File: src/rtl/ex_cond_stage.sv
// Decode-to-execute stage register plus the architectural NZCV flags register.
// Optional COND_UNDEF_TRAP_EN makes condition 4'b1111 an undefined-instruction trap.
module ex_cond_stage #(
    parameter logic [3:0] FLAGS_RESET = 4'b0000,
    parameter logic [3:0] BUBBLE_COND = 4'b1110
) (
    input  logic       clk,
    input  logic       reset_n,
    input  logic       StallE,
    input  logic       FlushE,
    input  logic [3:0] CondD,
    input  logic [1:0] FlagsWriteD,
    input  logic       PCSrcD,
    input  logic       RegWriteD,
    input  logic       MemWriteD,
    input  logic       MemtoRegD,
    input  logic       BranchD,
    output logic [3:0] CondE,
    output logic [3:0] FlagsE,
    output logic [1:0] FlagsWriteE,
    input  logic       CondExE,
    input  logic [3:0] FlagsNextE,
    output logic       ValidE,
    output logic       PCSrcGE,
    output logic       RegWriteGE,
    output logic       MemWriteGE,
    output logic       BranchTakenE,
    output logic       MemtoRegE,
    output logic       UndefE
);

    typedef struct packed {
        logic [3:0] cond;
        logic [1:0] fw;
        logic       pcsrc;
        logic       regw;
        logic       memw;
        logic       mtr;
        logic       br;
        logic       valid;
    } ex_slot_t;

    localparam ex_slot_t BUBBLE_SLOT = {BUBBLE_COND, 2'b00, 6'b000000};

    ex_slot_t   slot_q, slot_d;
    logic [3:0] flags_q, flags_d;
    logic       undef;
    logic       pass;

`ifdef COND_UNDEF_TRAP_EN
    assign undef = slot_q.valid && (slot_q.cond == 4'b1111);
`else
    assign undef = 1'b0;
`endif

    // Bubbles and trapped instructions never fire side effects.
    assign pass = CondExE & slot_q.valid & ~undef;

    always_comb begin
        slot_d = slot_q;
        if (FlushE) begin
            slot_d = BUBBLE_SLOT;
        end else if (!StallE) begin
            slot_d.cond  = CondD;
            slot_d.fw    = FlagsWriteD;
            slot_d.pcsrc = PCSrcD;
            slot_d.regw  = RegWriteD;
            slot_d.memw  = MemWriteD;
            slot_d.mtr   = MemtoRegD;
            slot_d.br    = BranchD;
            slot_d.valid = 1'b1;
        end
    end

    // Commit only when the instruction leaves E; the checker already masked per field.
    always_comb begin
        flags_d = flags_q;
        if (slot_q.valid && !StallE && !undef)
            flags_d = FlagsNextE;
    end

    always_ff @(posedge clk or negedge reset_n) begin
        if (!reset_n) begin
            slot_q  <= BUBBLE_SLOT;
            flags_q <= FLAGS_RESET;
        end else begin
            slot_q  <= slot_d;
            flags_q <= flags_d;
        end
    end

    assign CondE        = slot_q.cond;
    assign FlagsE       = flags_q;
    assign FlagsWriteE  = slot_q.fw;
    assign ValidE       = slot_q.valid;
    assign PCSrcGE      = slot_q.pcsrc & pass;
    assign RegWriteGE   = slot_q.regw & pass;
    assign MemWriteGE   = slot_q.memw & pass;
    assign BranchTakenE = slot_q.br & pass;
    assign MemtoRegE    = slot_q.mtr;
    assign UndefE       = undef;

endmodule
File: config.mk
export PLATFORM = sky130hd
export DESIGN_NAME = ex_cond_stage
export DESIGN_NICKNAME = d
export VERILOG_FILES = /design/src/rtl/ex_cond_stage.sv
export SDC_FILE = /design/constraint.sdc
export NUM_CORES = 1
export LEC_CHECK = 0
export CORE_MARGIN = 10
export CORE_UTILIZATION = 50
export DETAILED_ROUTE_END_ITERATION = 10
export DONT_BUFFER_PORTS = 1
export MAX_ROUTING_LAYER = met4
export SKIP_LAST_GASP = 1
export SLEW_MARGIN = 20
export SYNTH_ARGS = -nofsm -noshare
export SYNTH_HDL_FRONTEND = slang
export SYNTH_SLANG_ARGS = --single-unit
File: constraint.sdc
create_clock -name clk -period 1.2 [get_ports clk]
set_clock_uncertainty 0.05 [all_clocks]
set_input_delay 0.24 -clock clk [delete_from_list [all_inputs] [get_ports clk]]
set_output_delay 0.24 -clock clk [all_outputs]
set_load 0.05 [all_outputs]
-- Yosys cells after proc, flatten, opt, wreduce, memory -nomap -nowiden
Index checks and enable logic that the tools add are counted.
- bits in registers: 16
- output and inout port bits: 17
- eq/ne operators: 1
- bitwise logic cells: 5
- reductions and logical operators: 2
- multiplexer cells: 2
- operators with widths (kind ; count):
    two-way mux 12 bit ; 2
    bitwise AND 1 bit ; 5
    inequality test 2 x 1 -> 1 bit (second input constant) ; 1
    logical AND 1 bit ; 1
    zero test 1 bit ; 1

-- Logic depth before layout (Yosys ltp)
- depth in word-level cells: 2
- mapped depth: 4
- mapped depth without buffers: 2

-- Worst setup path before layout
Ideal clock, no wire load.
- path kind: flip-flop to output port
- start: register slot_q (netlist bit ValidE)
- end: output BranchTakenE
- buffers on the path: 0
- slack: -0.301 ns
- stages on the path, launching flop included: 2
- required time: 0.910 ns
- arrival: 1.211 ns
- cell sequence: dfrtp_1 and3_1
- word-level cells in the longest chain between the ends: 2
- RTL lines (what ; RTL line ; RTL):
    start: declaration ; 45 ; ex_slot_t slot_q, slot_d;
    start signal: assignment ; 87 ; slot_q <= slot_d;
    bitwise AND 1 bit ; 57 ; assign pass = CondExE & slot_q.valid & ~undef;
    bitwise AND 1 bit ; 99 ; assign BranchTakenE = slot_q.br & pass;
    end: declaration ; 27 ; output logic BranchTakenE,
Every way passes these cells.

-- Final worst setup path
Ends and elaborated chain as after synthesis.

==> impl_metrics.yaml <==
place:
  place_area_sq_um: 813
  port_buffers: 0
  hpwl_mm: 1.39
  dpl_worst_slack_ns: 0.0619
  gp_congestion: 0.832
routing:
  vias: 478
  drcViolationCount: 0
  wire_per_inst_um: 21.2
  ant_nets: 0
  drtIter0Drc: 7
  drt_wl_total_mm: 1.87
  dr.pass1.iters: 4
  routed_via_density: 5.43
clock_network:
  cts.root.buffer_cell: "clkbuf_4"
  cts.clk_slew.worst_paths_ns: 0.10
  cts.htree.levels: 1
  cts_tree: "done"
  clkSinkCount: 16
  clk_latency_ns: 0.28
  clk_path_buf_depth: 2
  cts_made_buffers: 3
logic_synthesis:
  syn_nets: 80
  synth.distinct_cells: 16
  syn_area_per_cell_sq_um: 12.3
  syn_area_sq_um: 739
  netlist_instances: 60
  yosysSeqAreaShare: 0.547
  ys_warn_count: 0
  synth_largest_area_cell: "dfrtp_1"
  synth_top_area_frac: 0.440
  yosys-top-cells-area: "dfrtp_1 (44%), mux2i_1 (11%), dfstp_2 (11%)"
  synth_seq_cells: 16
die:
  dieWidth_um: 58.5
  placementRows: 13
  die_h_um: 58.5
  ioPinCount: 37
  start_util: 0.548
  dieArea_sq_um: 3420
  core_area_sq_um: 1350
timing:
  tightest_slew_ns: 0.700
  rsz0062_at_grt: "yes"
  fin_crit_sh: 1.11
  relSlewSlack: 0.532
  setup_viol: 12
  setup-tns-final_ns: -1.11
  max_freq_mhz: 750
  hold_viol: 0
  period_needed_ns: 1.33
  fin_ws_ns: -0.134
  final_max_slew_viol_count: 0
hold_path:
  hp-class: "input pin to register"
worst_setup_path:
  path_max_fanout: 5
  crit_path_start_kind: "register"
  crit_required_ns: 0.91
  crit_path_cell_trace: "and3_4 > buf_12"
  cpMaxStageDelayCell: "dfrtp_2"
  critPathCaptureType: "primary output"
  crit_arrival_ns: 1.04
  critical_path.max_stage_delay_ns: 0.45
  path_buf_inv: 1
  path_delay_family: "flip-flops"
  worst-setup-path-type: "register to primary output"
grt:
  grt_pass1_vias: 565
  antenna_found_initial: 0
  grt.overflow.total: 0
  grt_max_degree: 17
  grt_first_pass_wirelength_mm: 2.93
  grt_usage: 0.114
outcome:
  status: "finished with violations"
  failed_checks: "setup timing"
final_layout:
  diodes: 0
  final_cell_mix: "dfrtp_1 (10), mux2i_1 (8), nor2_1 (8)"
  final_nets: 94
  final_area_sq_um: 967
  final_common_cell: "dfrtp_1"
  area_growth_pct: 30.8
  drive_gt1_frac: 0.466
power_and_ir_drop:
  p_per_area_nw_per_um2: 1430
  power_mw: 1.38
  ir_worst_vdd_mv: 0.858
  power.leakage_nw: 0.462
job:
  cap_viol_max_count: 0
## layer usage
layer / GRT usage / wire length [um]
met1: 0.116 / 693
met2: 0.188 / 987
met3: 0.0515 / 180
met4: 0.0403 / 6
met5: - / 0
## through the flow
| step | hold WS, ns | utilization | std cells |
|---|---|---|---|
| 4_1_cts | 0.00172 | 0.673 | 84 |
| 3_3_place_gp | -0.105 | 0.602 | 76 |
| 5_1_grt | 0.000289 | 0.716 | 88 |
| 2_1_floorplan | -0.106 | - | 60 |
| 6_report | 0.00635 | 0.716 | 88 |
| 3_5_place_dp | -0.105 | 0.602 | 76 |
## registers in the layout, indices dropped and copies added (netlist names)
signal / count
MemtoRegE: 1
slot_q: 4
ValidE: 1
FlagsWriteE: 2
FlagsE: 4
CondE: 4
## Yosys cell counts
master,number
dfstp_2,3
nor2b_4,1
dfrtp_1,13
a211o_1,3
buf_8,1
mux2_2,4
buf_2,1
nor2_1,8
buf_4,7
mux2i_1,8
inv_1,1
nor2b_1,3
conb_1,1
and3_1,4
a21oi_1,1
buf_6,1
## report_power, final
group | leakage, nW | internal, mW | switching, mW
Sequential | 0.193 | 0.596 | 0.0750
Combinational | 0.248 | 0.156 | 0.201
Clock | 0.0210 | 0.185 | 0.168
Total | 0.462 | 0.937 | 0.445
## logic make-up after synthesis
logic type      Yosys count  synth area share
flops                    16             0.547
simple gates             16             0.118
mux                      12             0.169
buf+inv                  11             0.118
compound gates            4            0.0423
other cells               1           0.00507
## worst reg2reg max path, delay by kind of cell, from the launching register on
family,cells,cell delay (ns)
AND/OR/NAND/NOR,1,0.23
flip-flops,1,0.41
buffers and inverters,1,0.13
multiplexers,1,0.32
## repair_timing
| action | in CTS | in global routing |
|---|---|---|
| buffers inserted | 1 | 3 |
| gates cloned | 0 | 0 |
| gates resized for setup | 7 | 7 |
| pin swaps | 4 | 0 |
| hold buffers | 3 | 1 |
| hold endpoints to repair | 25 | 2 |
| endpoints found under the setup margin | 10 | 16 |
## path summary, 6_finish.rpt
check                      startpoint  slack [ns]  cells after the start      endpoint
min in group asynchronous     reset_n        0.38                      1     slot_q[3]
setup reg to reg               ValidE       -0.06                      3     FlagsE[3]
hold reg to reg             FlagsE[0]        0.48                      1     FlagsE[0]
max in group asynchronous     reset_n        0.22                      1     MemtoRegE
hold / removal                 FlushE       0.006                      1      CondE[2]
setup / recovery               ValidE       -0.13                      2  BranchTakenE
## area by class of cell
cell class	count	area, sq um
Multi-Input combinational cell	33	283
Timing Repair Buffer	19	218
Sequential cell	16	408
Fill cell	101	383
Inverter	1	3.75
Tap cell	15	18.8
Clock buffer	4	36.3
No activity file was read; power rests on OpenSTA's default activity.
